$ cat config.mk
export PLATFORM = sky130hd
export DESIGN_NAME = mem_arbiter
export DESIGN_NICKNAME = d
export VERILOG_FILES = /design/src/rtl/mem_arbiter_pkg.sv /design/src/rtl/mem_arb_pick.sv /design/src/rtl/mem_arbiter.sv
export SDC_FILE = /design/constraint.sdc
export NUM_CORES = 1
export LEC_CHECK = 0
export CELL_PAD_IN_SITES_DETAIL_PLACEMENT = 1
export CELL_PAD_IN_SITES_GLOBAL_PLACEMENT = 1
export CORE_UTILIZATION = 37
export DETAILED_ROUTE_END_ITERATION = 12
export GPL_ROUTABILITY_DRIVEN = 0
export PLACE_DENSITY_LB_ADDON = 0.1
export SYNTH_ARGS = -nofsm -noshare
export SYNTH_HDL_FRONTEND = slang
export SYNTH_HIERARCHICAL = 1
export SYNTH_SLANG_ARGS = --single-unit
export TNS_END_PERCENT = 20
$ cat constraint.sdc
create_clock -name clk -period 2.7 [get_ports clk]
set_input_delay 0.54 -clock clk [delete_from_list [all_inputs] [get_ports clk]]
set_output_delay 0.54 -clock clk [all_outputs]
set_load 0.02 [all_outputs]
$ cat src/rtl/mem_arbiter_pkg.sv
// Shared encodings and helpers for the byte-serial memory arbiter.
package mem_arbiter_pkg;

  // FSM state encodings
  localparam logic [1:0] ST_IDLE = 2'd0;
  localparam logic [1:0] ST_XFER = 2'd1;
  localparam logic [1:0] ST_DONE = 2'd2;

  // Access size encodings (2'b11 behaves as a word)
  localparam logic [1:0] SZ_BYTE = 2'b00;
  localparam logic [1:0] SZ_HALF = 2'b01;
  localparam logic [1:0] SZ_WORD = 2'b10;

  // Index of the final byte of an access (nbytes - 1).
  function automatic logic [1:0] size_last(input logic [1:0] sz);
    logic [1:0] v;
    case (sz)
      SZ_BYTE: v = 2'd0;
      SZ_HALF: v = 2'd1;
      default: v = 2'd3;
    endcase
    return v;
  endfunction

  // Zero- or sign-fill the bytes above the last one loaded.
  function automatic logic [31:0] load_fill(input logic [31:0] raw, input logic [1:0] sz,
                                            input logic sx);
    logic [31:0] v;
    case (sz)
      SZ_BYTE: v = {{24{sx & raw[7]}}, raw[7:0]};
      SZ_HALF: v = {{16{sx & raw[15]}}, raw[15:0]};
      default: v = raw;
    endcase
    return v;
  endfunction

endpackage

$ cat src/rtl/mem_arb_pick.sv
// Combinational grant picker: fixed priority from port 0, or round-robin
// starting just after the last granted port.
module mem_arb_pick
  import mem_arbiter_pkg::*;
#(
  parameter int N_PORTS = 2,
  parameter int IDX_W   = 1
) (
  input  logic [N_PORTS-1:0] i_req,
  input  logic [IDX_W-1:0]   i_ptr,
  input  logic               i_rr,
  output logic [N_PORTS-1:0] o_gnt,
  output logic [IDX_W-1:0]   o_idx
);

  // Scan candidates in priority order and take the first one requesting.
  always_comb begin
    int   base;
    int   cand;
    logic found;
    o_gnt = '0;
    o_idx = '0;
    found = 1'b0;
    base  = i_rr ? int'(i_ptr) + 1 : 0;
    cand  = 0;
    for (int i = 0; i < N_PORTS; i++) begin
      cand = base + i;
      if (cand >= N_PORTS) cand = cand - N_PORTS;
      for (int p = 0; p < N_PORTS; p++) begin
        if (!found && p == cand && i_req[p]) begin
          o_gnt[p] = 1'b1;
          o_idx    = IDX_W'(p);
          found    = 1'b1;
        end
      end
    end
  end

endmodule

$ cat src/rtl/mem_arbiter.sv
// Multi-port arbiter onto a byte-wide RAM. Each granted access is split into
// 1/2/4 byte beats; reads take RAM_LAT cycles per byte and may be cancelled.
//
// state | meaning
// IDLE  | arbitrate; on a grant latch the port's fields and start beat 0
// XFER  | stream bytes to/from RAM; reads may be cancelled here
// DONE  | one-cycle completion pulse on the granted port, no arbitration
module mem_arbiter #(
  parameter int N_PORTS = 2,
  parameter int ADDR_W  = 32,
  parameter int RAM_LAT = 2,
  parameter int RR_MODE = 0
) (
  input  logic                      clk,
  input  logic                      rst,
  input  logic [N_PORTS-1:0]        req,
  input  logic [N_PORTS-1:0]        we,
  input  logic [2*N_PORTS-1:0]      size,
  input  logic [N_PORTS-1:0]        sext,
  input  logic [ADDR_W*N_PORTS-1:0] addr,
  input  logic [32*N_PORTS-1:0]     wdata,
  input  logic [N_PORTS-1:0]        cancel,
  output logic [N_PORTS-1:0]        done,
  output logic [32*N_PORTS-1:0]     rdata,
  output logic [ADDR_W-1:0]         mem_addr,
  output logic                      mem_wr,
  output logic [7:0]                mem_wdata,
  input  logic [7:0]                mem_rdata
);
  import mem_arbiter_pkg::*;

  localparam int               IDX_W   = (N_PORTS > 1) ? $clog2(N_PORTS) : 1;
  localparam logic [1:0]       LAT_LD  = 2'(RAM_LAT - 1);
  localparam logic [IDX_W-1:0] PTR_RST = IDX_W'(N_PORTS - 1);
  localparam logic             RR_EN   = (RR_MODE != 0);

  logic [1:0]            r_state;
  logic [IDX_W-1:0]      r_ptr;
  logic [N_PORTS-1:0]    r_gnt_oh;
  logic                  r_we;
  logic [1:0]            r_size;
  logic [1:0]            r_last;
  logic                  r_sext;
  logic [31:0]           r_wdata;
  logic [1:0]            r_k;
  logic [1:0]            r_lat;
  logic [31:0]           r_buf;
  logic [N_PORTS-1:0]    r_done;
  logic [32*N_PORTS-1:0] r_rdata;
  logic [ADDR_W-1:0]     r_mem_addr;
  logic                  r_mem_wr;
  logic [7:0]            r_mem_wdata;

  logic [N_PORTS-1:0]    w_gnt_oh;
  logic [IDX_W-1:0]      w_gnt_idx;
  logic                  w_sel_we;
  logic [1:0]            w_sel_size;
  logic                  w_sel_sext;
  logic [ADDR_W-1:0]     w_sel_addr;
  logic [31:0]           w_sel_wdata;
  logic                  w_cancel;
  logic [31:0]           w_raw;
  logic [7:0]            w_next_wbyte;
  logic [31:0]           w_load;

  mem_arb_pick #(
    .N_PORTS (N_PORTS),
    .IDX_W   (IDX_W)
  ) u_pick (
    .i_req (req),
    .i_ptr (r_ptr),
    .i_rr  (RR_EN),
    .o_gnt (w_gnt_oh),
    .o_idx (w_gnt_idx)
  );

  // Mux the candidate port's request fields using the one-hot grant.
  always_comb begin
    w_sel_we    = 1'b0;
    w_sel_size  = '0;
    w_sel_sext  = 1'b0;
    w_sel_addr  = '0;
    w_sel_wdata = '0;
    for (int p = 0; p < N_PORTS; p++) begin
      if (w_gnt_oh[p]) begin
        w_sel_we    = we[p];
        w_sel_size  = size[2*p +: 2];
        w_sel_sext  = sext[p];
        w_sel_addr  = addr[ADDR_W*p +: ADDR_W];
        w_sel_wdata = wdata[32*p +: 32];
      end
    end
  end

  assign w_cancel = |(cancel & r_gnt_oh);
  assign w_load   = load_fill(w_raw, r_size, r_sext);

  // Merge the byte arriving this cycle into the partial load word.
  always_comb begin
    w_raw = r_buf;
    case (r_k)
      2'd0:    w_raw[7:0]   = mem_rdata;
      2'd1:    w_raw[15:8]  = mem_rdata;
      2'd2:    w_raw[23:16] = mem_rdata;
      default: w_raw[31:24] = mem_rdata;
    endcase
  end

  // Store byte for the beat following the current one.
  always_comb begin
    case (r_k)
      2'd0:    w_next_wbyte = r_wdata[15:8];
      2'd1:    w_next_wbyte = r_wdata[23:16];
      default: w_next_wbyte = r_wdata[31:24];
    endcase
  end

  // Main sequencer: arbitration, byte beats, read capture and completion.
  always_ff @(posedge clk or negedge rst) begin
    if (!rst) begin
      r_state     <= ST_IDLE;
      r_ptr       <= PTR_RST;
      r_gnt_oh    <= '0;
      r_we        <= 1'b0;
      r_size      <= SZ_BYTE;
      r_last      <= 2'd0;
      r_sext      <= 1'b0;
      r_wdata     <= '0;
      r_k         <= 2'd0;
      r_lat       <= 2'd0;
      r_buf       <= '0;
      r_done      <= '0;
      r_rdata     <= '0;
      r_mem_addr  <= '0;
      r_mem_wr    <= 1'b0;
      r_mem_wdata <= '0;
    end else begin
      case (r_state)
        ST_IDLE: begin
          r_done <= '0;
          if (|req) begin
            r_state     <= ST_XFER;
            r_gnt_oh    <= w_gnt_oh;
            r_ptr       <= w_gnt_idx;
            r_we        <= w_sel_we;
            r_size      <= w_sel_size;
            r_last      <= size_last(w_sel_size);
            r_sext      <= w_sel_sext;
            r_wdata     <= w_sel_wdata;
            r_k         <= 2'd0;
            r_lat       <= LAT_LD;
            r_buf       <= '0;
            r_mem_addr  <= w_sel_addr;
            r_mem_wr    <= w_sel_we;
            r_mem_wdata <= w_sel_wdata[7:0];
          end
        end
        ST_XFER: begin
          if (r_we) begin
            if (r_k == r_last) begin
              r_state  <= ST_DONE;
              r_done   <= r_gnt_oh;
              r_mem_wr <= 1'b0;
            end else begin
              r_k         <= r_k + 2'd1;
              r_mem_addr  <= r_mem_addr + ADDR_W'(1);
              r_mem_wdata <= w_next_wbyte;
            end
          end else if (w_cancel) begin
            r_state <= ST_IDLE;
          end else if (r_lat != 2'd0) begin
            r_lat <= r_lat - 2'd1;
          end else if (r_k == r_last) begin
            r_state <= ST_DONE;
            r_done  <= r_gnt_oh;
            for (int p = 0; p < N_PORTS; p++) begin
              if (r_gnt_oh[p]) r_rdata[32*p +: 32] <= w_load;
            end
          end else begin
            r_buf      <= w_raw;
            r_k        <= r_k + 2'd1;
            r_mem_addr <= r_mem_addr + ADDR_W'(1);
            r_lat      <= LAT_LD;
          end
        end
        ST_DONE: begin
          r_done  <= '0;
          r_state <= ST_IDLE;
        end
        default: begin
          r_done   <= '0;
          r_mem_wr <= 1'b0;
          r_state  <= ST_IDLE;
        end
      endcase
    end
  end

  assign done      = r_done;
  assign rdata     = r_rdata;
  assign mem_addr  = r_mem_addr;
  assign mem_wr    = r_mem_wr;
  assign mem_wdata = r_mem_wdata;

endmodule

==> summary.txt, run 1 <==
Outcome
  • Status: finished clean

Power and ir drop
  • Switch Pwr: 6380 uW
  • Leak: 0.00528 uW
  • Peak supply drop: 0.662 mV
  • Clock Power Share: 0.159
  • Sw frac: 0.428
  • Int Pwr: 8530 uW
  • Total Power: 14900 uW
  • Flop pwr share: 0.319
  • Logic pwr share: 0.523
  • Pwr/cell area: 1190 nW/um^2

Logic synthesis
  • Mux share of post-synthesis cell area: 0.121
  • Largest family of logic cells by synthesized area: compound AO/OA/AOI/OAI gates
  • Sequential share of the synthesized area: 0.495
  • Synthesized instance count: 839
  • Avg Cell Area, Syn: 10.7 sq um
  • Synth Area in Adders: 0.00695
  • Syn_nets: 994
  • Cell variety after synth: 59
  • Flops & latches, synth: 178
  • Synth Area in Simple Gates: 0.108
  • Yosys warns: 6
  • XOR/XNOR Fraction of Synth Area: 0.00194
  • Mapped cell area: 9010 sq um
  • Synth Area in Compound Gates: 0.227

Critical path
  • Worst setup SP type: flip-flop
  • Buffer and inverter count on the worst path: 0
  • CP max FO: 16
  • Top cell family by delay on the critical path: compound AO/OA/AOI/OAI gates
  • CP peak stage delay: 0.89 ns
  • CP startpoint: r_k[0]$_DFFE_PN0P_
  • WS Path Type: reg -> reg
  • CP max stage cell: o22ai_1
  • Critical Path Sink Type: flip-flop
  • Worst Path Required: 2.97 ns
  • Crit path DAT: 2.50 ns
  • CP Cell Sequence: xnor2_1 -> a21oi_1 -> o22ai_1 -> o31ai_1
  • Worst R2R Start: r_k[0]$_DFFE_PN0P_

Clock network
  • CTS buffer count: 17
  • Clock root cell: clkbuf_16
  • Hold buffers post-CTS: 0
  • # Post-CTS Setup Buffers: 0
  • CTS tree: yes
  • Resized Gates After CTS: 0
  • CTS max path bufs: 2
  • Clock sink total: 178
  • Number of H-tree branching levels: 4
  • Clk_lat worst skew: 0.43 ns
  • Clock Pin Slew Worst Setup and Hold Paths: 0.07 ns

Place
  • Port Buffer Count: 256
  • Pre-CTS worst setup slack: 0.0572 ns
  • DPL Wire Length: 19800 microns

Timing
  • Final Hold Vio Count: 0
  • Post-route clock period utilization: 0.826
  • RSZ-0062 raised after global routing: no
  • Setup_tns: 0 ns
  • Fin crit period: 2.23 ns
  • Final Setup Violations: 0
  • Relative slew slack: 0.244
  • Fmax: 448 MHz
  • Final Max Tran Viols: 0
  • Clock skew: 0.00863 ns
  • Final setup margin: 0.469 ns
  • Least-Margin Pin Slew: 1.13 ns

Global route
  • Global-route wire length before repair: 44300 microns
  • Gr usage total: 0.228
  • Initial antenna violation count: 0
  • Vias in the first global route: 8073
  • Total gr overflow: 0
  • Largest net degree at the start of global routing: 76

Finish
  • Antenna diode instance count: 0
  • P&R area growth vs syn: 39.5%
  • Nets@finish: 1231
  • Fin util: 0.531
  • Fraction of layout cells with a size suffix above 1: 0.142

Drt
  • DR pass1 iterations: 4
  • Via count: 7831
  • DRC Markers: 0
  • Routed WL per cell: 19.6 microns
  • Post-route ant nets: 0
  • Initial DRC Count: 417
  • Drt via density: 5.57
  • Routed WL: 27600 microns

Worst hold path
  • Type of the tightest min-delay check: in -> async

Floorplan
  • Boundary pin count: 257
  • Row cnt: 56
  • Die X: 158 microns
  • Initial Utilization: 0.380
  • Placeable Area: 23700 sq um
  • Chip height: 158 microns
  • Die area: 25000 sq um

Job
  • Max Cap Violations: 0
==> synthesized netlist by cell type, drive strengths merged <==
cell	count	area share
o22ai	2	0.0014
clkbuf	42	0.020
or3	2	0.0014
a211o	1	0.0011
or2	2	0.0014
nand2	56	0.024
a21o	6	0.0050
o31ai	29	0.024
dfstp	1	0.0029
conb	1	0.00042
a2bb2oi	9	0.0088
a22o	26	0.025
a22oi	3	0.0025
nand2b	2	0.0022
o21ai	54	0.030
mux2	72	0.093
inv	8	0.0033
a31oi	8	0.0056
xnor2	2	0.0019
and2	3	0.0021
nor2	71	0.030
o21a	5	0.0042
mux2i	25	0.028
o2111ai	2	0.0026
a211oi	11	0.0092
nor4	3	0.0038
and4	6	0.0058
nand4	11	0.0076
and3	8	0.0056
o22a	10	0.0097
nor3	10	0.0072
a221o	16	0.018
nand3b	3	0.0029
nor2b	3	0.0029
a41oi	2	0.0019
ha	5	0.0069
a21boi	1	0.00083
a31o	4	0.0039
nand3	20	0.011
a221oi	48	0.047
a41o	2	0.0022
o211ai	1	0.00083
a21oi	41	0.023
buf	25	0.017
dfrtp	177	0.49
==> logic make-up (layout without fill, tap and decap cells) <==
kind of cell,count (synthesis),in the layout
AO/OA/AOI/OAI,281,281
XOR/XNOR,2,2
multiplexers,97,97
other,1,1
adder cells (fa/ha/maj),5,5
flip-flops,178,178
buffers and inverters,75,324
AND/OR/NAND/NOR,200,200
==> cells in the final DEF (no fill, tap or decap), drive strengths merged, types with 12 or more instances in the layout <==
cell,n
a21oi,41
mux2,72
buf,30
mux2i,25
nor2,71
nand2,56
a22o,26
inv,12
o21ai,54
nand3,20
a221o,16
o31ai,29
dfrtp,177
clkbuf,21
clkdlybuf4s50,255
a221oi,48
==> power groups by stage <==
stage | registers (uW) | clock network, uW | logic, uW
global placement | 4760 | 0 | 7660
global route | 4920 | 2540 | 8500
floorplan | 5280 | 0 | 4150
finish | 4750 | 2360 | 7790
detailed placement | 4790 | 0 | 7840
CTS | 4750 | 2420 | 7880
==> per-layer routing <==
metal,global-route usage,wire length [microns],up-vias,share of wire
met1,0.316,12800,3954,0.47
met4,0.0554,282,0,0.010
li1,-,-,3677,-
met3,0.0367,1230,23,0.045
met5,0,0,-,0
met2,0.370,13200,177,0.48
==> layout make-up <==
cell class | instances | area [sq um]
well taps | 319 | 399
multi-input cells | 586 | 4220
clock buffers | 21 | 460
repair buffers | 285 | 2910
inverters | 8 | 30.0
clock inverters | 10 | 95.1
fillers | 2598 | 11100
flip-flops and latches | 178 | 4460
==> path summary, 6_finish.rpt <==
check                                                 to  slack [ns]  cells past startpoint
worst max-delay path            mem_wdata[7]$_DFFE_PN0P_        0.47                      4
worst min-delay path               rdata[57]$_DFFE_PN0P_        0.02                      1
max in group asynchronous       mem_addr[19]$_DFFE_PN0P_        1.95                      2
worst min register to register         r_ptr$_DFFE_PN1P_        0.47                      2
worst max register to register  mem_wdata[7]$_DFFE_PN0P_        0.47                      4
min in group clk                       r_ptr$_DFFE_PN1P_        0.47                      2
==> registers in the layout, summed over array words and instances (netlist names), 8 cells and up <==
register / cells
r_wdata: 24
r_buf: 32
rdata: 64
mem_addr: 32
mem_wdata: 8
==> per-stage QoR <==
step / std cells / hold WS [ns] / cell area (sq um)
floorplan: 839 / 0.244 / 9010
detailed placement: 1376 / 0.464 / 12000
CTS: 1407 / 0.0288 / 12600
global placement: 1376 / 0.453 / 12000
global route: 1407 / 0.0361 / 12600
finish: 1407 / 0.0172 / 12600
==> worst register-to-register path: cells and delay by family (launching register included) <==
kind	cells	cell delay, ns
AOI/OAI and AO/OA	3	1.29
DFF	1	0.43
xor gates and xnor gates	1	0.35
Power figures use the tool's default switching activity.
==> run 2, diff against run 1 <==
clock period = 2.25 ns   (was 2.7 ns; I/O delays follow)
==> run 2 against run 1 <==
Critical path depth grew 3. Sequential cell count unchanged. Final cell count up 3.3%. Clock-buffer cell count is 3 lower. Die area unchanged. Register-to-register slack lost 0.36 ns. Global-route usage up 0.48 points. Clock skew grew 0.010 ns. Worst hold slack worse by 0.0092 ns. Clock power rose by 37%. Cell area increased by 3.5%. Critical path type unchanged. Critical endpoint is now rdata[62]$_DFFE_PN0P_. Largest power group unchanged.
==> summary.txt, run 2 (synthesized netlist as in run 1, its figures left out) <==
Critical path
  • WS Path Type: reg -> reg
  • Flop2flop setup slack: 0.11 ns (-0.36 ns)
  • CP max FO: 15 (-1)
  • RR Endpoint: rdata[62]$_DFFE_PN0P_
  • Critical Path Sink Type: flip-flop
  • Worst setup SP type: flip-flop
  • Worst R2R Start: r_k[0]$_DFFE_PN0P_
  • Reg2Reg Depth: 7 (+3)
  • Worst Path Required: 2.57 ns (-0.40 ns)
  • Crit path DAT: 2.46 ns (-0.04 ns)

Clock network
  • # Post-CTS Setup Buffers: 0 (unchanged)
  • Clk_lat worst skew: 0.44 ns (about the same)
  • Hold buffers post-CTS: 0 (unchanged)
  • CTS tree: yes
  • Clock sink total: 178 (unchanged)
  • CTS max path bufs: 2 (unchanged)
  • CTS buffer count: 17 (unchanged)
  • Number of H-tree branching levels: 4 (unchanged)
  • Clock root cell: clkbuf_16
  • Clock Pin Slew Worst Setup and Hold Paths: 0.08 ns (about the same)

Floorplan
  • Row cnt: 56 (unchanged)
  • Placeable Area: 23700 sq um (unchanged)
  • Die X: 158 microns (unchanged)
  • Die area: 25000 sq um (unchanged)
  • Initial Utilization: 0.380 (unchanged)
  • Boundary pin count: 257 (unchanged)
  • Chip height: 158 microns (unchanged)

Global route
  • Vias in the first global route: 8097 (+0.30%)
  • Initial antenna violation count: 0 (unchanged)
  • Global-route wire length before repair: 44800 microns (+1.2%)
  • Largest net degree at the start of global routing: 80 (+5.3%)
  • Total gr overflow: 0 (unchanged)
  • Gr usage total: 0.232 (+0.00476)

Drt
  • Drt via density: 5.51 (-0.95%)
  • Post-route ant nets: 0 (unchanged)
  • DRC Markers: 0 (unchanged)
  • DR pass1 iterations: 4 (unchanged)
  • Initial DRC Count: 425 (+1.9%)
  • Routed WL: 28700 microns (+4.0%)
  • Via count: 8016 (+2.4%)
  • Routed WL per cell: 19.7 microns (+0.65%)

Timing
  • Least-Margin Pin Slew: 0.595 ns (-0.539 ns)
  • Post-route clock period utilization: 0.950 (+0.124)
  • Setup_tns: 0 ns (unchanged)
  • Final Hold Vio Count: 0 (unchanged)
  • Fmax: 468 MHz (+4.3%)
  • Final Setup Violations: 0 (unchanged)
  • Hold Slack: 0.00792 ns (-0.00923 ns)
  • Clock skew: 0.0188 ns (+0.0101 ns)
  • Relative slew slack: 0.603 (+0.359)
  • RSZ-0062 raised after global routing: no
  • Fin crit period: 2.14 ns (-0.0929 ns)
  • Final Max Tran Viols: 0 (unchanged)

Worst hold path
  • Type of the tightest min-delay check: in -> async

Finish
  • Commonest non-fill, non-tap cell in the layout: clkdlybuf4s50_1
  • Most frequent cells in the layout: clkdlybuf4s50_1 (255), dfrtp_1 (177), nor2_1 (71)
  • Final instance area: 13000 sq um (+3.5%)
  • Multi-input gate area: 4220 sq um (unchanged)
  • Fraction of layout cells with a size suffix above 1: 0.179 (+0.0364)
  • # fillers: 2618 (+0.77%)
  • P&R area growth vs syn: 44.4%
  • Register area: 4460 sq um (unchanged)
  • Nets@finish: 1277 (+3.7%)
  • Fin util: 0.549 (+0.0184)
  • Max reg flops: 64 (unchanged)
  • Antenna diode instance count: 0 (unchanged)

Place
  • Placed Instance Area: 12400 sq um (+2.9%)
  • Port Buffer Count: 256 (unchanged)
  • DPL Wire Length: 20900 microns (+5.1%)

Power and ir drop
  • Peak supply drop: 0.687 mV (+3.7%)
  • Pwr/cell area: 1450 nW/um^2 (+22%)
  • Leak: 0.00555 uW (+5.1%)

Outcome
  • Status: finished clean

Job
  • Max Cap Violations: 0 (unchanged)
==> run 2: per-stage QoR <==
step                cells  power [uW]  setup WS (ns)
floorplan             839       11300         0.0903
global placement     1422       15400         -0.179
detailed placement   1422       15600         -0.237
CTS                  1454       19000         0.0546
global route         1454       20000         0.0174
finish               1454       18800          0.112
==> run 2: how the worst max path moves through the flow <==
stage,slack (ns),startpoint,endpoint
6_report,0.11,r_k[0]$_DFFE_PN0P_,rdata[62]$_DFFE_PN0P_
5_1_grt,0.02,r_k[0]$_DFFE_PN0P_,rdata[62]$_DFFE_PN0P_
4_1_cts,0.05,r_k[0]$_DFFE_PN0P_,rdata[22]$_DFFE_PN0P_
3_5_place_dp,-0.24,req[1],r_buf[1]$_DFFE_PN0P_
3_3_place_gp,-0.18,req[0],mem_wdata[7]$_DFFE_PN0P_
2_1_floorplan,0.09,r_k[0]$_DFFE_PN0P_,rdata[21]$_DFFE_PN0P_
==> run 2: final cells by class <==
class                      count  area share
sequential                   178       0.343
tap                          319      0.0307
clock inverter                14      0.0165
timing repair buffer         331       0.250
inverter                       8     0.00231
clock buffer                  18      0.0330
multi-input combinational    586       0.324
==> run 2: power by group <==
part / switching (uW) / total [uW] / internal (uW)
registers: 1120 / 5680 / 4560
clock network: 1420 / 3230 / 1810
logic: 5330 / 9890 / 4560
==> run 2: per-layer routing <==
layer / GRT usage / up-vias / wire length [microns]
li1: - / 3764 / -
met1: 0.322 / 4051 / 13200
met2: 0.383 / 181 / 14000
met3: 0.0320 / 20 / 1140
met4: 0.0540 / 0 / 293
met5: 0 / - / 0
==> run 2: critical path, cell delays in order (launching register included) <==
cell	delay, ns
dfrtp_1	0.43
inv_1	0.14
ha_1	0.20
mux2_2	0.38
o2111ai_2	0.20
buf_6	0.19
o21ai_0	0.18
mux2_2	0.30
==> run 2: timing repair <==
action | 4_1_cts | 5_1_grt
hold endpoints to repair | 0 | 0
setup endpoints to repair | 0 | 7
resized for setup | 0 | 2
